--- src/rtl/tlc_phase_scheduler.sv ---
// rtl/tlc_phase_scheduler.sv - four-approach round-robin traffic phase scheduler (optional pedestrian walk phase: TLC_PED_EN)
module tlc_phase_scheduler #(
    parameter int GREEN_MIN    = 4,
    parameter int GREEN_MAX    = 10,
    parameter int YEL_TICKS    = 3,
    parameter int ALLRED_TICKS = 1,
`ifdef TLC_PED_EN
    parameter int PED_TICKS    = 5,
`endif
    parameter int CNT_W        = 4
) (
    input  logic       clk,
    input  logic       rst_n,
    input  logic       ena,
    input  logic       tick,
    input  logic [3:0] req,
    output logic [3:0] green,
    output logic [3:0] yellow,
    output logic [3:0] red,
    output logic [1:0] phase,
    output logic [3:0] pending
`ifdef TLC_PED_EN
    ,
    input  logic       ped_req,
    output logic       walk
`endif
);

    // Tick counts widened by one bit so timer+1 never wraps before comparison.
    localparam logic [CNT_W:0]   GMIN_W = (CNT_W+1)'(GREEN_MIN);
    localparam logic [CNT_W:0]   GMAX_W = (CNT_W+1)'(GREEN_MAX);
    localparam logic [CNT_W:0]   YEL_W  = (CNT_W+1)'(YEL_TICKS);
    localparam logic [CNT_W:0]   AR_W   = (CNT_W+1)'(ALLRED_TICKS);
    localparam logic [CNT_W-1:0] GMAX_T = CNT_W'(GREEN_MAX);
    localparam logic [CNT_W-1:0] AR_T   = CNT_W'(ALLRED_TICKS);
`ifdef TLC_PED_EN
    localparam logic [CNT_W:0]   PED_W  = (CNT_W+1)'(PED_TICKS);
`endif

    typedef enum logic [1:0] {
        S_ALLRED = 2'd0,
        S_GREEN  = 2'd1,
        S_YELLOW = 2'd2
`ifdef TLC_PED_EN
        ,
        S_WALK   = 2'd3
`endif
    } state_t;

    state_t           state, state_n;
    logic [CNT_W-1:0] timer, timer_n;
    logic [1:0]       phase_n;
    logic [CNT_W:0]   tn;
    logic             step;
    logic [3:0]       phase_oh;
    logic [3:0]       others;
    logic [3:0]       set_mask;
    logic [3:0]       clr_mask;
    logic [1:0]       winner;
    logic             found;
    logic [1:0]       idx;
`ifdef TLC_PED_EN
    logic             ped_pend;
    logic             ped_done, ped_done_n;
    logic             ped_clr;
`endif

    assign step     = tick & ena;
    assign tn       = {1'b0, timer} + 1'b1;
    assign phase_oh = 4'b0001 << phase;
    assign others   = pending & ~phase_oh;
    // The approach being served cannot re-request itself while it is green.
    assign set_mask = req & ~((state == S_GREEN) ? phase_oh : 4'b0000);

    // Round-robin search starting just after the last granted approach.
    always_comb begin
        winner = phase;
        found  = 1'b0;
        idx    = phase;
        for (int i = 1; i <= 4; i++) begin
            idx = phase + 2'(i);
            if (!found && pending[idx]) begin
                winner = idx;
                found  = 1'b1;
            end
        end
    end

    // Next-state, timer and grant decisions; everything moves only on a step.
    always_comb begin
        state_n  = state;
        timer_n  = timer;
        phase_n  = phase;
        clr_mask = 4'b0000;
`ifdef TLC_PED_EN
        ped_clr    = 1'b0;
        ped_done_n = ped_done;
`endif
        case (state)
            S_ALLRED: begin
                if (step) begin
`ifdef TLC_PED_EN
                    // Walk wins once; right after a walk, waiting vehicles go first.
                    if (tn >= AR_W && ped_pend && !(ped_done && pending != 4'b0000)) begin
                        state_n = S_WALK;
                        timer_n = '0;
                        ped_clr = 1'b1;
                    end else if (tn >= AR_W && pending != 4'b0000) begin
                        state_n    = S_GREEN;
                        phase_n    = winner;
                        timer_n    = '0;
                        clr_mask   = 4'b0001 << winner;
                        ped_done_n = 1'b0;
                    end else begin
                        timer_n = (tn >= AR_W) ? AR_T : tn[CNT_W-1:0];
                    end
`else
                    if (tn >= AR_W && pending != 4'b0000) begin
                        state_n  = S_GREEN;
                        phase_n  = winner;
                        timer_n  = '0;
                        clr_mask = 4'b0001 << winner;
                    end else begin
                        timer_n = (tn >= AR_W) ? AR_T : tn[CNT_W-1:0];
                    end
`endif
                end
            end
            S_GREEN: begin
                if (step) begin
                    if (others != 4'b0000 && tn >= GMIN_W && (!req[phase] || tn >= GMAX_W)) begin
                        state_n = S_YELLOW;
                        timer_n = '0;
                    end else begin
                        timer_n = (tn >= GMAX_W) ? GMAX_T : tn[CNT_W-1:0];
                    end
                end
            end
            S_YELLOW: begin
                if (step) begin
                    if (tn == YEL_W) begin
                        state_n = S_ALLRED;
                        timer_n = '0;
                    end else begin
                        timer_n = tn[CNT_W-1:0];
                    end
                end
            end
`ifdef TLC_PED_EN
            S_WALK: begin
                if (step) begin
                    if (tn == PED_W) begin
                        state_n    = S_ALLRED;
                        timer_n    = '0;
                        ped_done_n = 1'b1;
                    end else begin
                        timer_n = tn[CNT_W-1:0];
                    end
                end
            end
`endif
            default: begin
                state_n = S_ALLRED;
                timer_n = '0;
            end
        endcase
    end

    // Phase state register; phase resets to 3 so approach 0 is searched first.
    always_ff @(posedge clk or negedge rst_n) begin
        if (!rst_n) begin
            state <= S_ALLRED;
            timer <= '0;
            phase <= 2'd3;
        end else begin
            state <= state_n;
            timer <= timer_n;
            phase <= phase_n;
        end
    end

    // Request latches run every cycle regardless of ena; a grant clear beats a new set.
    always_ff @(posedge clk or negedge rst_n) begin
        if (!rst_n) begin
            pending <= 4'b0000;
        end else begin
            pending <= (pending | set_mask) & ~clr_mask;
        end
    end

`ifdef TLC_PED_EN
    // Pedestrian request latch and the once-per-clearance priority flag.
    always_ff @(posedge clk or negedge rst_n) begin
        if (!rst_n) begin
            ped_pend <= 1'b0;
            ped_done <= 1'b0;
        end else begin
            ped_pend <= (ped_pend | ped_req) & ~ped_clr;
            ped_done <= ped_done_n;
        end
    end

    assign walk = (state == S_WALK);
`endif

    // Lamp decode from registered state and phase only.
    always_comb begin
        green  = 4'b0000;
        yellow = 4'b0000;
        if (state == S_GREEN)  green[phase]  = 1'b1;
        if (state == S_YELLOW) yellow[phase] = 1'b1;
        red = ~(green | yellow);
    end

endmodule
--- config.mk ---
export PLATFORM = sky130hd
export DESIGN_NAME = tlc_phase_scheduler
export DESIGN_NICKNAME = d
export VERILOG_FILES = /design/src/rtl/tlc_phase_scheduler.sv
export SDC_FILE = /design/constraint.sdc
export NUM_CORES = 1
export LEC_CHECK = 0
export CORE_UTILIZATION = 58
export CTS_BUF_LIST = sky130_fd_sc_hd__clkbuf_8
export DETAILED_ROUTE_END_ITERATION = 10
export GPL_ROUTABILITY_DRIVEN = 1
export HOLD_SLACK_MARGIN = 0.02
export PLACE_DENSITY = 0.88
export SLEW_MARGIN = 25
export SYNTH_ARGS = -nofsm -noshare
export SYNTH_HDL_FRONTEND = slang
export SYNTH_SLANG_ARGS = --single-unit
--- constraint.sdc ---
create_clock -name clk -period 5.8 [get_ports clk]
set_input_delay 0.58 -clock clk [delete_from_list [all_inputs] [get_ports clk]]
set_output_delay 0.58 -clock clk [all_outputs]
set_load 0.02 [all_outputs]
==> results of run 1 <==
-- sequential cells by signal (all words and copies together) (netlist names) --
signal	count
state	2
pending	4
timer	4
phase	2
-- cells in the mapped netlist, types with 4 or more instances --
cell type and count:
o21ai_0 8, dfrtp_1 10, nand2_1 13, buf_2 6, a31oi_1 6, mux2i_1 5, clkbuf_1 5, ha_1 7
a211oi_1 4, and2_1 6, inv_1 15, a21oi_1 10, nor2_1 10, nand3_1 5
-- critical path: stages (launching register included) --
cell      delay [ps]
dfstp_2          740
inv_1            190
ha_1             480
mux4_2           550
or2_1            280
a21o_1           200
a311oi_2         330
a31oi_1          130
-- cells by family after synthesis --
family,synth area share
buffers and inverters,0.0905
AOI/OAI and AO/OA,0.271
and+or+nand+nor,0.212
xor gates and xnor gates,0.0196
muxes,0.116
adders and majority gates,0.0653
DFF,0.226
-- worst max-delay path by stage --
stage	to	cells past startpoint	startpoint
2_1_floorplan	pending[0]$_DFF_PN0_	9	phase[0]$_DFFE_PN1P_
3_3_place_gp	pending[0]$_DFF_PN0_	7	phase[0]$_DFFE_PN1P_
3_5_place_dp	pending[0]$_DFF_PN0_	7	phase[0]$_DFFE_PN1P_
4_1_cts	pending[0]$_DFF_PN0_	7	phase[0]$_DFFE_PN1P_
5_1_grt	pending[2]$_DFF_PN0_	7	phase[0]$_DFFE_PN1P_
6_report	pending[1]$_DFF_PN0_	7	phase[0]$_DFFE_PN1P_
-- power by group --
part | internal, µW | switching (µW) | leakage [µW]
logic | 287 | 333 | 0.000488
clock network | 59.9 | 29.5 | 0.0000288
registers | 126 | 113 | 0.000136
-- cell type report --
cell class                      instances  area share
Sequential cell                        12       0.187
Timing Repair Buffer                   25       0.155
Clock buffer                            4      0.0341
Multi-Input combinational cell        125       0.567
Tap cell                               28      0.0217
Inverter                               15      0.0348
-- routing by layer --
layer	global-route usage	wire, µm	share of wire	vias up
met3	0.0432	292	0.085	2
met2	0.440	1580	0.46	78
li1	-	-	-	639
met5	0	0	0	-
met4	0.0524	10	0.0029	0
met1	0.450	1540	0.45	651
-- per-stage QoR --
step            util  setup slack [ps]  std cells  total power [µW]
2_1_floorplan      -              2940        165               673
5_1_grt        0.738              2620        209              1010
3_3_place_gp   0.713              2920        205               825
6_report       0.738              2760        209               948
3_5_place_dp   0.713              2770        205               844
4_1_cts        0.738              2780        209               938
==> results by group, run 1 <==
Run status
  – Status: complete, no violations

STA
  – Fin Hold WS: 662 ps
  – Final setup viols: 0
  – Fin crit share: 0.525
  – Fmax: 0.329 GHz
  – Worst Max-Slew Pin Slew: 598 ps
  – Final hold violations: 0
  – Post-layout minimum cycle time: 3040 ps
  – RSZ-0062 raised after global routing: no
  – Pins Over Slew Limit: 0
  – Headroom to the max-slew limit: 0.598
  – Final setup TNS: 0 ps
  – Worst Skew: 1.81 ps

Routing
  – Post-DR wirelength/cell: 16.4 µm
  – Vias: 1370
  – Routed WL: 3.42 mm
  – Initial drt markers: 80
  – TritonRoute pass-1 iters: 4
  – DRC: 0
  – Post-DR vias/cell: 6.56
  – Antenna viol nets, final: 0

Floorplan
  – # IOs: 26
  – Die area: 2510 µm²
  – Die Wd: 50.1 µm
  – Core Box Area: 2190 µm²
  – Die height: 50.1 µm
  – Initial core utilization: 0.612
  – Std-Cell Rows: 17

Yosys
  – Area of the mapped netlist: 1340 µm²
  – Syn nets: 180
  – Most used flip-flop cell after synthesis: dfrtp_1
  – Synth warn: 0
  – Seq/Total Area, Yosys: 0.226
  – Async set-reset flop share out of synthesis: 1.00
  – Top cells by area, synth: dfrtp_1 (19%), ha_1 (6.5%), mux4_2 (5.0%)
  – Post-synth EDFFs: 0
  – Flip-flop and latch count after synthesis: 12
  – Synth top area share: 0.187
  – Synth cell types: 50
  – Post-Syn Instances: 165
  – Syn avg cell area: 8.13 µm²
  – Cell taking the most area after synthesis: dfrtp_1

Global routing
  – Initial antenna violation count: 0
  – First-pass GRT wire length: 5.73 mm
  – Gr ovfl total: 0
  – Largest net degree at the start of global routing: 16
  – Number of global-route vias before repair: 1267
  – Overall Global Routing Usage: 0.295

Clock network
  – TritonCTS clock tree: done
  – CTS Buffer Depth: 2
  – Clock Latency Late Sink: 240 ps
  – Clock sinks: 12
  – Hold buffer count at CTS: 0
  – Clock root cell: clkbuf_8
  – PostCTS Resize Cnt: 0
  – Clk slew on worst S/H paths: 50 ps
  – Total CTS buffers: 3
  – Post-CTS Setup Inserts: 0
  – H-tree levels: 1

Final layout
  – Area grow syn2layout: 20.5%
  – Fill count: 173
  – Layout Nets: 197
  – Layout cell share with drive strength beyond 1: 0.0829
  – Ant diodes: 0
  – Register area: 303 µm²
  – Multi-input combinational cell area: 917 µm²
  – Commonest non-fill, non-tap cell in the layout: clkdlybuf4s50_1
  – Most frequent cells in the layout: clkdlybuf4s50_1 (25), inv_1 (15), nand2_1 (13)
  – Design Area, Final: 1620 µm²

Power
  – Max VDD drop: 0.400 mV
  – PD cells: 586 nW/µm²
  – Lkg Pwr: 0.000653 µW

Critical path
  – Critical R2R Capture: pending[1]$_DFF_PN0_
  – Crit Path Class: reg2reg
  – R2R cell count: 7
  – Worst EP required: 5900 ps
  – Worst Setup End Kind: register
  – Reg2Reg Launch Point: phase[0]$_DFFE_PN1P_
  – Arr. time, crit path: 3140 ps
  – Reg2reg setup slack: 2760 ps
  – Critical path peak fanout: 15
  – Worst Setup Start Kind: register

Job
  – Max capacitance violation total: 0

Worst hold path
  – Worst min-delay path class: reg2reg
  – WHS Path Cells: 2
  – Hold path start: phase[1]$_DFFE_PN1P_
  – Hold endpoint: phase[1]$_DFFE_PN1P_

Place
  – Placed cell area: 1560 µm²
  – Final HPWL DP: 2.57 mm
  – Placer congestion estimate: 0.916
  – IO buf count: 25
Note: power is estimated with default switching activity, not from simulation.
==> run 2, diff against run 1 <==
--- a/config.mk
+++ b/config.mk
@@ -5,12 +5,12 @@
 export SDC_FILE = /design/constraint.sdc
 export NUM_CORES = 1
 export LEC_CHECK = 0
-export CORE_UTILIZATION = 58
+export CORE_UTILIZATION = 48
 export CTS_BUF_LIST = sky130_fd_sc_hd__clkbuf_8
 export DETAILED_ROUTE_END_ITERATION = 10
 export GPL_ROUTABILITY_DRIVEN = 1
 export HOLD_SLACK_MARGIN = 0.02
-export PLACE_DENSITY = 0.88
+export PLACE_DENSITY = 0.78
 export SLEW_MARGIN = 25
 export SYNTH_ARGS = -nofsm -noshare
 export SYNTH_HDL_FRONTEND = slang
==> constraint.sdc (replaced) <==
create_clock -name clk -period 2.6 [get_ports clk]
set_input_delay 0.26 -clock clk [delete_from_list [all_inputs] [get_ports clk]]
set_output_delay 0.26 -clock clk [all_outputs]
set_load 0.02 [all_outputs]
==> run 2 against run 1 <==
- via count is 1.3% lower
- die area is 20% higher
- final area is 2.2% higher
- worst hold slack worse by 280 ps
- clock skew is 2.0 ps higher
- register-to-register slack worse by 2600 ps
- clock-buffer cell count is 1 lower
- non-clock buffer count is 4 higher
- sequential share of layout area is 0.41 points lower
==> results by group, run 2 (same netlist as run 1, synthesis figures left out) <==
Final layout
  – Commonest non-fill, non-tap cell in the layout: clkdlybuf4s50_1 (unchanged)
  – Ant diodes: 0 (unchanged)
  – Design Area, Final: 1650 µm² (was 1620 µm²)
  – Largest registers: pending: 4 flops, timer: 4 flops (unchanged)
  – Layout Nets: 201 (was 197)
  – Core Util, Final: 0.644 (was 0.738)
  – Most frequent cells in the layout: clkdlybuf4s50_1 (25), inv_1 (14), nand2_1 (13) (was clkdlybuf4s50_1 (25), inv_1 (15), nand2_1 (13))
  – Layout cell share with drive strength beyond 1: 0.109 (was 0.0829)
  – Area grow syn2layout: 23.2% (was 20.5%)

Worst hold path
  – Worst min-delay path class: in2async (was reg2reg)

Clock network
  – Post-CTS Setup Inserts: 0 (unchanged)
  – Clock root cell: clkbuf_8 (unchanged)
  – Clock Latency Late Sink: 230 ps (was 240 ps)
  – Clk slew on worst S/H paths: 50 ps (about the same)
  – Total CTS buffers: 3 (unchanged)
  – PostCTS Resize Cnt: 0 (unchanged)
  – TritonCTS clock tree: done (unchanged)
  – Hold buffer count at CTS: 0 (unchanged)
  – CTS Buffer Depth: 2 (unchanged)
  – Clock sinks: 12 (unchanged)
  – H-tree levels: 1 (unchanged)

Global routing
  – Largest net degree at the start of global routing: 15 (was 16)
  – First-pass GRT wire length: 5.36 mm (was 5.73 mm)
  – Initial antenna violation count: 0 (unchanged)
  – Overall Global Routing Usage: 0.245 (was 0.295)
  – Gr ovfl total: 0 (unchanged)
  – Number of global-route vias before repair: 1200 (was 1267)

Routing
  – DRC: 0 (unchanged)
  – Post-DR vias/cell: 6.32 (was 6.56)
  – TritonRoute pass-1 iters: 4 (unchanged)
  – Initial drt markers: 46 (was 80)
  – Vias: 1352 (was 1370)
  – Post-DR wirelength/cell: 15.5 µm (was 16.4 µm)
  – Antenna viol nets, final: 0 (unchanged)
  – Routed WL: 3.32 mm (was 3.42 mm)

STA
  – Headroom to the max-slew limit: 0.631 (was 0.598)
  – Final hold violations: 0 (unchanged)
  – Fin crit share: 0.941 (was 0.525)
  – Worst setup margin: 153 ps (was 2760 ps)
  – Worst Max-Slew Pin Slew: 552 ps (was 598 ps)
  – Final setup viols: 0 (unchanged)
  – Fmax: 0.409 GHz (was 0.329 GHz)
  – RSZ-0062 raised after global routing: no (unchanged)
  – Post-layout minimum cycle time: 2450 ps (was 3040 ps)
  – Pins Over Slew Limit: 0 (unchanged)
  – Worst Skew: 3.82 ps (was 1.81 ps)

Floorplan
  – Die height: 54.9 µm (was 50.1 µm)
  – Initial core utilization: 0.522 (was 0.612)
  – # IOs: 26 (unchanged)
  – Die area: 3010 µm² (was 2510 µm²)
  – Die Wd: 54.9 µm (was 50.1 µm)
  – Std-Cell Rows: 18 (was 17)
  – Core Box Area: 2570 µm² (was 2190 µm²)

Place
  – Placed cell area: 1610 µm² (was 1560 µm²)
  – Setup WS pre-CTS: 183 ps (was 2770 ps)
  – IO buf count: 25 (unchanged)
  – Placer congestion estimate: 0.894 (was 0.916)
  – Final HPWL DP: 2.55 mm (was 2.57 mm)

Power
  – Lkg Pwr: 0.000663 µW (was 0.000653 µW)
  – Total chip power: 2160 µW (was 948 µW)
  – Max VDD drop: 0.796 mV (was 0.400 mV)
  – PD cells: 1310 nW/µm² (was 586 nW/µm²)

Run status
  – Status: complete, no violations (unchanged)

Critical path
  – Critical path peak fanout: 9 (was 15)
  – Worst Setup End Kind: register (unchanged)
  – Worst Setup Start Kind: register (unchanged)
  – Worst EP required: 2700 ps (was 5900 ps)
  – R2R cell count: 7 (unchanged)
  – Crit Path Class: reg2reg (unchanged)
  – Arr. time, crit path: 2550 ps (was 3140 ps)

Job
  – Max capacitance violation total: 0 (unchanged)
[run 2: cell count changes in the layout (fill, tap and decap cells not counted), sizes merged]
cell	before	now
clkbuf	4	3
buf	0	4
[run 2: final timing paths]
kind                                           start                    to  slack, ps
worst max-delay path            phase[1]$_DFFE_PN1P_  pending[1]$_DFF_PN0_        150
worst min-delay path                           rst_n  pending[2]$_DFF_PN0_        380
worst min register to register  phase[0]$_DFFE_PN1P_  phase[0]$_DFFE_PN1P_        550
min in group clk                phase[0]$_DFFE_PN1P_  phase[0]$_DFFE_PN1P_        550
worst max register to register  phase[1]$_DFFE_PN1P_  pending[1]$_DFF_PN0_        150
max in group asynchronous                      rst_n  phase[0]$_DFFE_PN1P_       1850
[run 2: metal layers]
layer  GRT usage  up-vias  routed length (µm)
met5           0        -                   0
met4      0.0427        0                   8
met3      0.0250        2                 223
met2       0.394       66                1540
met1       0.354      630                1550
li1            -      654                   -
[run 2: critical path, cell delays in order, from the launching register on]
cell,delay (ps)
dfstp_2,530
inv_1,90
ha_4,340
mux4_2,510
or2_1,250
o211a_1,150
a311oi_2,320
a31oi_1,130
[run 2: area by class of cell]
cell class              count  area [µm²]
clock buffers               3        41.3
fillers                   234         915
inverters                  15        61.3
multi-input cells         125         930
flip-flops and latches     12         303
well taps                  30        37.5
repair buffers             29         280
[run 2: report_power, final]
| group | leakage (µW) | switching [µW] | total, µW | internal, µW |
|---|---|---|---|---|
| Clock | 0.0000216 | 63.4 | 165 | 102 |
| Combinational | 0.000506 | 803 | 1510 | 712 |
| Sequential | 0.000136 | 200 | 479 | 278 |
| Total | 0.000663 | 1070 | 2160 | 1090 |
[run 2: metrics by stage]
stage / TNS [ps] / hold WS [ps] / instances
floorplan: -47.8 / -35.6 / 165
global placement: 0 / 533 / 211
detailed placement: 0 / 540 / 211
CTS: 0 / 393 / 214
global route: 0 / 419 / 214
finish: 0 / 385 / 214
==> run 3, diff against run 2 <==
--- a/config.mk
+++ b/config.mk
@@ -5,6 +5,7 @@
 export SDC_FILE = /design/constraint.sdc
 export NUM_CORES = 1
 export LEC_CHECK = 0
+export CORE_MARGIN = 1
 export CORE_UTILIZATION = 48
 export CTS_BUF_LIST = sky130_fd_sc_hd__clkbuf_8
 export DETAILED_ROUTE_END_ITERATION = 10
==> results of run 3 <==
Final layout, timing and power as in run 2 (identical DEF).
